$ cat config.mk
export PLATFORM = sky130hd
export DESIGN_NAME = mem_arb
export DESIGN_NICKNAME = d
export VERILOG_FILES = /design/src/rtl/sisc_mem_pkg.sv /design/src/rtl/arb_prio3.sv /design/src/rtl/mem_arb.sv
export SDC_FILE = /design/constraint.sdc
export NUM_CORES = 1
export LEC_CHECK = 0
export BUFFER_PORTS_ARGS = -buffer_cell sky130_fd_sc_hd__buf_4
export CAP_MARGIN = 20
export CORE_AREA = 2 2 93 95
export DETAILED_ROUTE_END_ITERATION = 16
export DIE_AREA = 0 0 95 97
export PLACE_DENSITY = 0.57
export SLEW_MARGIN = 15
export SYNTH_ARGS = -nofsm -noshare
export SYNTH_HDL_FRONTEND = slang
export SYNTH_HIERARCHICAL = 1
export SYNTH_SLANG_ARGS = --single-unit
export TNS_END_PERCENT = 30
$ cat constraint.sdc
create_clock -name clk -period 1.6 [get_ports clk]
set_input_delay 0.08 -clock clk [delete_from_list [all_inputs] [get_ports clk]]
set_output_delay 0.08 -clock clk [all_outputs]
set_load 0.01 [all_outputs]
$ cat src/rtl/sisc_mem_pkg.sv
// sisc_mem_pkg: owner encoding and default widths shared by the SISC memory arbiter
package sisc_mem_pkg;
   localparam int SISC_ADDR_W = 16;
   localparam int SISC_DATA_W = 32;
   localparam logic [1:0] OWN_NONE = 2'd0;
   localparam logic [1:0] OWN_F    = 2'd1;
   localparam logic [1:0] OWN_D    = 2'd2;
   localparam logic [1:0] OWN_X    = 2'd3;
endpackage

$ cat src/rtl/arb_prio3.sv
// arb_prio3: three-way priority picker (data > fetch > external, external first when promoted)
module arb_prio3
   import sisc_mem_pkg::*;
(
   input  logic [2:0] req,
   input  logic [2:0] mask,
   input  logic       promote,
   output logic [1:0] nxt
);
   logic [2:0] eff;
   assign eff = req & ~mask;
   assign nxt = (promote && eff[2]) ? OWN_X :
                eff[1]              ? OWN_D :
                eff[0]              ? OWN_F :
                eff[2]              ? OWN_X : OWN_NONE;
endmodule

$ cat src/rtl/mem_arb.sv
// mem_arb: single-port memory arbiter for fetch, data and external requesters
module mem_arb
   import sisc_mem_pkg::*;
#(
   parameter int ADDR_W    = SISC_ADDR_W,
   parameter int DATA_W    = SISC_DATA_W,
   parameter int AGE_LIMIT = 4,
   parameter int AGE_W     = 3
) (
   input  logic              clk,
   input  logic              rst_f,
   input  logic              f_req,
   input  logic [ADDR_W-1:0] f_addr,
   output logic              f_gnt,
   input  logic              d_req,
   input  logic              d_we,
   input  logic [ADDR_W-1:0] d_addr,
   input  logic [DATA_W-1:0] d_wdata,
   output logic              d_gnt,
   input  logic              x_req,
   input  logic              x_we,
   input  logic              x_lock,
   input  logic [ADDR_W-1:0] x_addr,
   input  logic [DATA_W-1:0] x_wdata,
   output logic              x_gnt,
   output logic [ADDR_W-1:0] mem_addr,
   output logic [DATA_W-1:0] mem_wdata,
   output logic              mem_we,
   input  logic [DATA_W-1:0] mem_rdata,
   output logic [DATA_W-1:0] rdata,
   output logic              stall,
   output logic [1:0]        owner
);
   logic [AGE_W-1:0] age;
   logic [2:0]       req, own_oh, mask;
   logic [1:0]       pick, next_owner;
   logic             promote, burst;
   assign req     = {x_req, d_req, f_req};
   assign own_oh  = owner == OWN_F ? 3'b001 : owner == OWN_D ? 3'b010 :
                    owner == OWN_X ? 3'b100 : 3'b000;
   // a lone requester keeps the port back-to-back; otherwise the owner yields
   assign mask    = |(req & ~own_oh) ? own_oh : 3'b000;
   assign promote = age == AGE_W'(AGE_LIMIT);
   assign burst   = owner == OWN_X && x_lock && x_req;
   arb_prio3 u_prio (
      .req     (req),
      .mask    (mask),
      .promote (promote),
      .nxt     (pick)
   );
   assign next_owner = burst ? OWN_X : pick;
   always_ff @(posedge clk or negedge rst_f) begin
      if (!rst_f) begin
         owner <= OWN_NONE;
         age   <= '0;
      end else begin
         owner <= next_owner;
         age   <= (owner == OWN_X || !x_req) ? '0 : promote ? age : age + AGE_W'(1);
      end
   end
   assign f_gnt     = owner == OWN_F;
   assign d_gnt     = owner == OWN_D;
   assign x_gnt     = owner == OWN_X;
   assign mem_addr  = f_gnt ? f_addr : d_gnt ? d_addr : x_gnt ? x_addr : '0;
   assign mem_wdata = d_gnt ? d_wdata : x_gnt ? x_wdata : '0;
   assign mem_we    = (d_gnt && d_we) || (x_gnt && x_we);
   assign rdata     = owner != OWN_NONE ? mem_rdata : '0;
   assign stall     = (f_req && !f_gnt) || (d_req && !d_gnt);
endmodule

==> results.md, run 1 <==
- The clock sink total is 5.
- Setup repair after global routing could not meet its margin everywhere.
- The portion of total power attributed to combinational logic is 0.838.
- The final count of hold timing violations came to 0.
- The setup path with the least slack is of type reg2out.
- The net load switching power is roughly 1 mW.
- Across the routed clock network, the largest skew measured is 0.345 ps.
- The worst register-to-register path begins at age[0].
- STA puts the critical path data required time at 1520 ps.
- The worst hold path passes through 3 cells.
- Derived from the worst setup path, the maximum achievable clock frequency is 633 MHz.
- The path with the worst hold slack has its endpoint at owner[1].
- Subtracting the final worst setup slack from the clock period gives between 1500 and 2000 ps.
- The remaining antenna violation count is 0.
- The number of global-route vias before repair is 2,310.
- The largest net degree at the start of global routing is 33.
- The number of I/O pins is 239.
- The overall global routing resource usage is 0.141.
- The total area inside the core boundary comes to 8130 um2.
- The total wire length after detailed routing is approximately 7000 um.
- The hold path startpoint is x_lock.
- In the routed design, unresolved DRC markers number 0.
- Internal power comes to 1.60 mW.
- Ranked by total cell area, the synthesized netlist is headed by nor2b_1 23%, mux2i_1 21%, mux2_4 13%.
- Dividing the synthesized area by the synthesized cell count gives 8.33 um2.
- After clock tree synthesis, the clock-pin slew on the worst setup and hold paths is 30 ps.
- The initial antenna violation count is 0.
- Using the TritonRoute via totals, the vias-per-cell ratio works out to around 4.3.
- In the final routed layout, each cell accounts on average for 13.4 um.
- For the worst flop-to-flop path, the logic depth is 7.
- The clock network latency to the later pin of the worst-skew pair is 220 ps.
- The floorplan die area is 9220 um2.
- For this run, the detailed router's first-pass iteration total came to 4.
- The sum of overflow across all layers after global routing is 0.
- The static power due to leakage is 2.00 nW.
- The worst-case IR drop observed on VDD is approximately 0.00023 V.
- The class of the tightest hold or removal check is in2reg.
- The HPWL after detailed placement is a little over 6000 um.
- The reported max-cap violation count is 0.
- The number of unique standard cell types used by synthesis is 28.
- The weighted congestion reported at the end of routability-driven placement is 0.739.
- For the pin with the worst max-slew slack, the measured transition is 245 ps.
- The synthesized design spends more area on one cell type than any other, namely nor2b_1.
- The switching power share of the total is 0.378.
- In this run, CTS created clock tree buffers numbering 3.
- The number of nets handed over by synthesis was around 350.
- At the end of the flow the core is filled with cells to 0.449.
- The final-report max-slew violation count is 0.
- The fill cell instance count of the final layout is between 800 and 900.
- After technology mapping, the gate count stands at 192.
- The detailed router finished its first iteration with 31 violations.
- Of the total power, the clock network draws 0.090.
- The initialized floorplan defines 33 standard-cell rows.
- The power density normalized to cell area is 706 nW/um2.
- In the final design database the tool counted between 500 and 600 nets.
- The critical path goes through buf_12 > mux2_4 > a22o_1 > buf_6.
- The antenna diode instance count is 0.
- After synthesis the cells add up to 1600 um2.
- The initial utilization of the core area, before any placement, comes to 0.197.
- The register bit total from synthesis is 5.
- The count of buffering cells on the critical path with inverters included is 2.
- The number of input and output port buffers inserted is around 240.
- The signed area change from the synthesized netlist to the final layout is 128%.
- The maximum buffer depth of the clock tree is 2.
- The critical path's top delay family is flip-flops.
- In the layout the commonest cells are 236 x buf_4, 59 x nor2b_1, 32 x mux2i_1.
- The overall via count from detail_route is 2,306.
- The flow ran to the end, and the final reports show no timing, DRC or antenna violations.
- In the final layout, the share of cells above drive strength 1 is 0.639.
- The leading cell type in the layout, fill and taps excluded is buf_4.
- The sequential-to-total area share from yosys stat is 0.0782.
- In this run the critical register-to-register path is captured at owner[1].
- At the worst endpoint, the arrival time is 1500 ps.
- STA classifies the critical path startpoint as a flop.
- The fraction of power consumed by sequential logic is 0.072.
- The first global-routing pass estimated 10,500 um of wire.
- In this run the tightest slew margin relative to its limit is 0.837.
- The period utilization is 0.987.
- On the worst path, the slowest cell contributes a delay of 440 ps.
- Hold timing on the final database bottoms out at a slack of 154 ps.
- Before CTS, the worst setup slack after placement is 161 ps.
- TritonCTS built the clock tree.
- For this design, the slowest cell found on the critical path is dfrtp_2.
- The die is 97 um tall.
- Setup slack closes at 20.1 ps.
- In this run the clock root is driven by a clkbuf_8.
- The number of warnings printed during yosys synthesis is 6.
- The die is 95 um wide.
- The top fanout value on the critical path is 16.
- STA classifies the critical path endpoint as an output port.
- The share of synthesized area in the top cell type comes to 0.231.
- The register-to-register path setup slack is ~200 ps.
- The final setup violation count is 0.
- In this run the number of H-tree levels came out at 1.
## sequential cells by signal, indices dropped and copies added, names as in the netlist
name   cells
owner      2
age        3
## tightest hold or removal path, cell delays in order
cell,delay [ps]
buf_4,110
nand4_1,90
nand2b_1,60
## synthesized netlist by cell type
cell	count
buf_6	7
nand2_1	5
nand4_1	1
nand3_1	1
buf_2	1
nor2b_4	1
nor2b_1	59
nand2b_1	5
nor3b_1	1
ha_1	2
a32oi_1	1
mux2i_1	33
nor3_1	1
nor2_1	7
o2bb2ai_1	1
clkbuf_1	7
xnor2_1	1
mux2_4	14
inv_1	7
and2b_1	6
a21oi_1	3
nor2_4	1
nand3b_1	1
a22o_1	16
o21a_1	1
dfrtp_1	5
mux2_2	2
buf_4	2
## per-stage QoR
step                      total power [mW]  area (um2)  std cells  TNS (ps)
final                                 2.58        3650        537         0
after global routing                  2.78        3650        537      -406
after CTS                             2.55        3590        536         0
after detailed placement              2.28        3520        529         0
after global placement                2.27        3520        529         0
after floorplan                       1.26        1600        192         0
## what timing repair did
item	in CTS	in global routing
endpoints found under the setup margin	27	30
setup buffers	2	1
resized for setup	2	13
endpoints found under the hold margin	5	0
hold buffers	1	0
pin swaps	0	0
## power by group through the flow
| stage | Sequential (mW) | Combinational [mW] | Clock (mW) |
|---|---|---|---|
| 2_1_floorplan | 0.167 | 1.10 | 0 |
| 3_3_place_gp | 0.189 | 2.09 | 0 |
| 3_5_place_dp | 0.193 | 2.09 | 0 |
| 4_1_cts | 0.187 | 2.13 | 0.241 |
| 5_1_grt | 0.191 | 2.34 | 0.255 |
| 6_report | 0.186 | 2.16 | 0.233 |
## worst max path at each step
| stage | startpoint | cells after the start | slack, ps | end |
|---|---|---|---|---|
| 5_1_grt | owner[0] | 4 | -40 | mem_addr[14] |
| 4_1_cts | owner[0] | 4 | 3 | mem_addr[14] |
| 6_report | owner[0] | 4 | 20 | mem_addr[14] |
| 3_3_place_gp | owner[0] | 4 | 190 | mem_addr[15] |
| 3_5_place_dp | owner[0] | 4 | 160 | mem_addr[15] |
| 2_1_floorplan | owner[0] | 8 | 90 | owner[1] |
## routing by layer
metal  GRT usage  vias to the layer above  wire length, um
met3      0.0389                        5              870
met5           0                        -                0
met4      0.0301                        0               53
met2       0.289                      143             3990
met1       0.132                     1027             2270
li1            -                     1131                -
## layout make-up
cell class / count / area (um2) / area share
multi-input combinational: 163 / 1330 / 0.365
tap: 105 / 131 / 0.0360
clock buffer: 4 / 45.0 / 0.0123
timing repair buffer: 253 / 1990 / 0.545
inverter: 7 / 26.3 / 0.00720
sequential: 5 / 128 / 0.0350
## logic make-up (layout without fill, tap and decap cells)
kind of cell / Yosys count / after routing / share of synthesized area
simple gates: 89 / 89 / 0.342
buf+inv: 24 / 264 / 0.0946
mux: 49 / 49 / 0.352
compound gates: 22 / 22 / 0.113
fa+ha+maj: 2 / 2 / 0.0156
xor+xnor: 1 / 1 / 0.00547
flops: 5 / 5 / 0.0782
No activity file was read; power rests on OpenSTA's default activity.
==> run 2: changes to the inputs <==
==> constraint.sdc (replaced) <==
create_clock -name clk -period 1.6 [get_ports clk]
set_input_delay 0.16 -clock clk [delete_from_list [all_inputs] [get_ports clk]]
set_output_delay 0.16 -clock clk [all_outputs]
set_load 0.01 [all_outputs]
==> run 2 against run 1 <==
Against the previous run: the run now ends with negative setup slack left; largest cell class unchanged; largest power group unchanged; first-iteration DRC count increased by 110%; power increased by 2.3%; critical endpoint is now mem_addr[3]; flip-flop and latch count unchanged.
==> results.md, run 2 (synthesis results as in run 1) <==
- The headroom to the max-slew limit is 0.867 (+0.0303).
- The number of input and output port buffers inserted is 238 (unchanged).
- The largest registers in the layout are age: 3 flops, owner: 2 flops.
- The sum of overflow across all layers after global routing is 0 (unchanged).
- The fill cell instance count of the final layout is 805 (-3.5%).
- The signed area change from the synthesized netlist to the final layout is 132%.
- The storage element area came to 128 um2 (unchanged).
- The smallest hold slack is 251 ps (+97.0 ps).
- The static power due to leakage is 2.03 nW (+1.4%).
- The number of standard-cell rows in the floorplan came to 33 (unchanged).
- The signal arrival time at the worst endpoint is 1490 ps (about the same).
- The critical path in this run is classified as reg2out.
- The post-layout utilization of the core is 0.457 (+0.00846).
- The cell with the largest stage delay on the worst path is dfrtp_2.
- STA classifies the critical path endpoint as an output port.
- The number of global-route vias before repair is 2,293 (-0.74%).
- Leaving out fill and tap cells, the most frequent cell in the layout is buf_4.
- The violation count after the first detailed-route iteration came to 65 (+110%).
- The fraction of layout instances using a drive strength above 1 was 0.644 (+0.00545).
- The period utilization came to 1.03 (+0.0440).
- The overall global routing resource usage is 0.139 (-0.00202).
- The HPWL after detailed placement is 6140 um (+0.48%).
- The maximum buffer depth of the clock tree was 2 (unchanged).
- The horizontal die dimension is 95 um (unchanged).
- The flow ran to the end, but the final reports show violations.
- The final setup violation count is 27 (+27).
- The clock network latency to the later pin of the worst-skew pair is 220 ps (about the same).
- The initial antenna violation count was 0 (unchanged).
- The data required time of the critical path is 1440 ps (-80 ps).
- The worst voltage drop across the vdd grid is 0.000232 V (-0.98%).
- The standard cell core area came to 8130 um2 (unchanged).
- The final-report max-slew violation count is 0 (unchanged).
- The register-to-register path setup slack is 60 ps (-140 ps).
- The number of flip-flops in the largest register came to 3 (unchanged).
- The weighted congestion reported at the end of routability-driven placement is 0.698 (-5.7%).
- The final reports fail on negative setup slack.
- The average wire per standard cell is 13.1 um (-1.9%).
- The net count reported at finish came to 588 (+0.17%).
- The setup slack after layout is -50.3 ps (-70.3 ps).
- The overall via count from detail_route is 2,303 (-0.13%).
- The pin slew with the least headroom to its limit is 199 ps (-45.5 ps).
- The number of I/O pins is 239 (unchanged).
- The setup clock skew after layout was 2.80 ps (+2.46 ps).
- The remaining antenna violation count is 0 (unchanged).
- The setup slack at placement is 77.2 ps (-83.9 ps).
- The biggest cell delay along the critical path came to 450 ps (about the same).
- The clock sink total is 5 (unchanged).
- The tightest min-delay check is of the in2reg type.
- The final count of hold timing violations was 0 (unchanged).
- The effective utilization at floorplan is 0.197 (unchanged).
- The antenna diode instance count is 0 (unchanged).
- The CTS buffer count came to 3 (unchanged).
- The minimum period implied by the final worst setup slack is 1650 ps (+70.3 ps).
- Setup repair after global routing could not meet its margin everywhere.
- The maximum frequency from static timing analysis was 606 MHz (-4.3%).
- The post-detailed-route DRC marker count is 0 (unchanged).
- Walking the worst path, the cells encountered are buf_12 > mux2_4 > a22o_1 > buf_6.
- In the layout the commonest cells are 226 x buf_4, 59 x nor2b_1, 33 x mux2i_1.
- The top fanout value on the critical path was 13 (-3).
- The root buffer cell chosen for the clock tree is clkbuf_8.
- The total wire length after detailed routing came to 7060 um (-1.7%).
- The H-tree depth reported by CTS is 1 (unchanged).
- The combined area of the multi-input logic cells is 1340 um2 (+0.85%).
- The register with the most flip-flops in the final layout is age.
- The die extent in y is 97 um (unchanged).
- The floorplan die area is 9220 um2 (unchanged).
- The reported max-cap violation count is 0 (unchanged).
- The clock input transition at the sequential cells of the worst setup and hold paths is 30 ps (about the same).
- The number of iterations in the first detailed-routing pass is 4 (unchanged).
- The power density normalized to cell area is 709 nW/um2 (+0.40%).
- The via density per instance is 4.28 (-0.32%).
- The global-route wire length before repair was 10,500 um (about the same).
- The TritonCTS clock tree is done.
- The post-route cell area came to 3720 um2 (+1.9%).
- STA classifies the critical path startpoint as a flop.
- The largest net degree at the start of global routing was 33 (unchanged).
- The placement-stage cell area is 3540 um2 (+0.57%).
[run 2: changes by cell type in the layout (fill, tap and decap cells not counted), sizes merged]
cell	before	now
buf	252	253
[run 2: layout make-up]
class,count,area share
inverters,7,0.00707
repair buffers,254,0.550
well taps,105,0.0353
multi-input cells,163,0.361
flip-flops and latches,5,0.0343
clock buffers,4,0.0121
[run 2: report_power, final]
group,total (mW),internal [mW],switching [mW]
Sequential,0.187,0.149,0.0372
Clock,0.232,0.171,0.0607
Combinational,2.22,1.33,0.886
Total,2.64,1.65,0.984
[run 2: metal layers]
layer  GRT usage  vias to the layer above  wire (um)
met4      0.0357                        0         86
li1            -                     1133          -
met3      0.0366                        6        864
met1       0.142                     1018       2300
met2       0.270                      146       3810
met5           0                        -          0
[run 2: timing repair]
item / 4_1_cts / 5_1_grt
endpoints found under the setup margin: 28 / 46
gates resized for setup: 16 / 11
hold buffers: 1 / 0
gates cloned: 0 / 0
endpoints found under the hold margin: 5 / 0
setup buffers: 1 / 2
pin swaps: 7 / 2
[run 2: path summary, 6_finish.rpt]
| path | cells past startpoint | to | start |
|---|---|---|---|
| min | 3 | owner[1] | x_lock |
| min in group asynchronous | 2 | age[2] | rst_f |
| max in group asynchronous | 2 | owner[0] | rst_f |
| max reg2reg | 7 | owner[1] | owner[0] |
| min reg2reg | 2 | age[1] | age[1] |
| max | 4 | mem_addr[3] | owner[0] |
[run 2: critical path: cells and delay by family, from the launching register on]
family / cells / cell delay [ps]
flip-flops: 1 / 450
multiplexers: 1 / 300
AO/OA/AOI/OAI: 1 / 200
buffers and inverters: 2 / 300
[run 2: stage by stage]
stage	cells	setup TNS [ps]	total power, mW
finish	538	-698	2.64
global route	538	-2930	2.84
CTS	536	-1320	2.62
detailed placement	530	0	2.31
global placement	530	0	2.30
floorplan	192	0	1.26
==> run 3: changes to the inputs <==
Settings changed: CORE_AREA 2 2 93 95 to 2 2 92 94, DIE_AREA 0 0 95 97 to 0 0 94 96, PLACE_DENSITY 0.57 to 0.58.
Clock period 1.6 ns to 2 ns, I/O delays scaled along.
==> run 3 against run 2 <==
Against the previous run: die area down 2.1%; first-iteration DRC count decreased by 25%; flip-flop and latch count did not move; power fell by 25%; the flow now finishes without violations; final cell count decreased by 1.3%; sequential power decreased by 5%; critical path depth did not move; largest cell class unchanged; non-clock buffer count is 7 lower.
==> results.md, run 3 (synthesis results as in run 1) <==
- The run finished with clean final reports.
- The standard cell core area was 8050 um2 (-1.0%).
- The pin slew with the least headroom to its limit came to 391 ps (+192 ps).
- STA classifies the critical path startpoint as a flop.
- The average wire per standard cell is 13.6 um (+3.6%).
- The overall global routing resource usage is 0.136 (-0.00259).
- The critical path launch point is owner[0].
- The total wire length after detailed routing is 7220 um (+2.3%).
- The global-route wire length before repair came to 9780 um (-6.4%).
- The number of iterations in the first detailed-routing pass is 4 (unchanged).
- The maximum frequency from static timing analysis is 541 MHz.
- The reported max-cap violation count came to 0 (unchanged).
- The biggest cell delay along the critical path is 580 ps (+130 ps).
- The largest registers in the layout are age: 3 flops, owner: 2 flops.
- The top fanout value on the critical path is 12 (-1).
- In this run the most critical hold path is launched from x_lock.
- Setup repair after global routing left no endpoint under its margin.
- The routed design could run at a clock period as short as 1850 ps.
- The total negative slack came to 0 ps (+698 ps).
- The register-to-register path setup slack came to 420 ps (+360 ps).
- The number of flip-flops in the largest register came to 3 (unchanged).
- The violation count after the first detailed-route iteration is 49 (-25%).
- The sum of overflow across all layers after global routing is 0 (unchanged).
- The CTS buffer count is 3 (unchanged).
- The worst voltage drop across the vdd grid is 0.000214 V (-7.7%).
- The antenna diode instance count is 0 (unchanged).
- The final-report max-slew violation count was 0 (unchanged).
- The signal arrival time at the worst endpoint is 1650 ps (+160 ps).
- The via density per instance was 4.20 (-1.9%).
- The maximum buffer depth of the clock tree came to 2 (unchanged).
- The clock network latency to the later pin of the worst-skew pair is 220 ps (about the same).
- The number of standard-cell rows in the floorplan is 33 (unchanged).
- The cell with the largest stage delay on the worst path is dfrtp_4.
- The power density normalized to cell area is 559 nW/um2 (-21%).
- The tree is rooted in a clkbuf_8.
- The initial antenna violation count is 0 (unchanged).
- The net count reported at finish is 581 (-1.2%).
- The floorplan die area is 9020 um2 (-2.1%).
- The post-detailed-route DRC marker count is 0 (unchanged).
- The clock input transition at the sequential cells of the worst setup and hold paths is 30 ps (about the same).
- The TritonCTS clock tree is done.
- The remaining antenna violation count is 0 (unchanged).
- Relative to the synthesized area, the layout overhead comes to 121%.
- Leaving out fill and tap cells, the most frequent cell in the layout is buf_4.
- The worst setup path is captured at an output port.
- The static power due to leakage is 1.95 nW (-3.7%).
- The fraction of layout instances using a drive strength above 1 is 0.631 (-0.0129).
- The signal on the critical path passes through buf_6 > mux2_4 > a22o_1 > buf_4.
- The smallest hold slack is 295 ps (+43.8 ps).
- In the layout the commonest cells are 243 x buf_4, 59 x nor2b_1, 33 x mux2i_1.
- The number of I/O pins is 239 (unchanged).
- The post-cts gate resize count is 0 (-16).
- The placement-stage cell area came to 3480 um2 (-1.7%).
- The number of global-route vias before repair is 2,057 (-10%).
- The clock sink total is 5 (unchanged).
- The effective utilization at floorplan is 0.199 (+0.00202).
- The start of the worst register-to-register path is owner[0].
- The weighted congestion reported at the end of routability-driven placement is 0.741 (+6.3%).
- The data required time of the critical path came to 1800 ps (+360 ps).
- The final count of hold timing violations is 0 (unchanged).
- The setup clock skew after layout is 0.726 ps (-2.08 ps).
- The H-tree depth reported by CTS is 1 (unchanged).
- The path with the worst hold slack has its endpoint at owner[0].
- The die extent in y is 96 um (-1.0%).
- The class of the tightest hold or removal check is in2reg.
- The period utilization is 0.924.
- The number of cells on the worst hold path came to 3 (unchanged).
- The worst register-to-register path ends at owner[1].
- The worst reg2reg path depth is 6 (-1).
- The final setup violation count came to 0 (-100%).
- The number of input and output port buffers inserted came to 238 (unchanged).
- The headroom to the max-slew limit is 0.739 (-0.128).
- The largest net degree at the start of global routing is 42 (+27%).
- The overall via count from detail_route is 2,229 (-3.2%).
- The horizontal die dimension was 94 um (-1.1%).
- The critical setup path kind is reg2out.
- The most flop-heavy register is age.
- The HPWL after detailed placement is 6170 um (+0.48%).
- The post-route cell area came to 3540 um2 (-4.7%).
## run 3: cell types whose count changed in the layout (fill, tap and decap cells not counted), moves of 2 or more
cell     before  now
buf_6        23    1
buf_4       226  243
a21oi_1       1    3
a21oi_2       2    0
buf_12        4    2
## run 3: repair_timing
| item | CTS | global route |
|---|---|---|
| setup buffers | 0 | 1 |
| endpoints found under the hold margin | 5 | 0 |
| hold buffers | 1 | 0 |
| endpoints found under the setup margin | 0 | 1 |
## run 3: worst max-delay path by stage
| stage | to | slack [ps] | cells past startpoint |
|---|---|---|---|
| after floorplan | owner[1] | 490 | 8 |
| after global placement | mem_addr[11] | 290 | 4 |
| after detailed placement | mem_addr[11] | 280 | 4 |
| after CTS | mem_addr[11] | 40 | 4 |
| after global routing | mem_addr[3] | 80 | 4 |
| final | mem_addr[5] | 150 | 4 |
## run 3: critical path, delay by kind of cell, from the launching register on
kind / cells / cell delay [ps]
DFF: 1 / 580
AOI/OAI and AO/OA: 1 / 180
muxes: 1 / 310
buffers and inverters: 2 / 360
## run 3: report_power, final
group / leakage [nW] / switching [mW] / total [mW] / internal, mW
clock: 0.0228 / 0.0495 / 0.186 / 0.137
combinational: 1.87 / 0.662 / 1.61 / 0.952
sequential: 0.0615 / 0.0567 / 0.178 / 0.121
## run 3: stage by stage
| step | setup WS (ps) | instances | total power [mW] | util |
|---|---|---|---|---|
| after detailed placement | 279 | 525 | 1.81 | 0.432 |
| after CTS | 41.9 | 530 | 2.00 | 0.439 |
| after global placement | 292 | 525 | 1.80 | 0.432 |
| after floorplan | 485 | 192 | 1.01 | - |
| final | 151 | 531 | 1.98 | 0.440 |
| after global routing | 80.8 | 531 | 2.14 | 0.440 |
## run 3: final cells by class
cell class / instances / area [um2]
clock buffer: 4 / 45.0
inverter: 7 / 26.3
multi-input combinational: 163 / 1320
sequential: 5 / 130
tap: 105 / 131
timing repair buffer: 247 / 1890
fill: 816 / 4510
## run 3: metal layers
layer | track usage | up-vias | routed length (um)
li1 | - | 1123 | -
met1 | 0.153 | 972 | 2550
met5 | 0 | - | 0
met2 | 0.261 | 130 | 3900
met3 | 0.0368 | 4 | 745
met4 | 0.0217 | 0 | 31
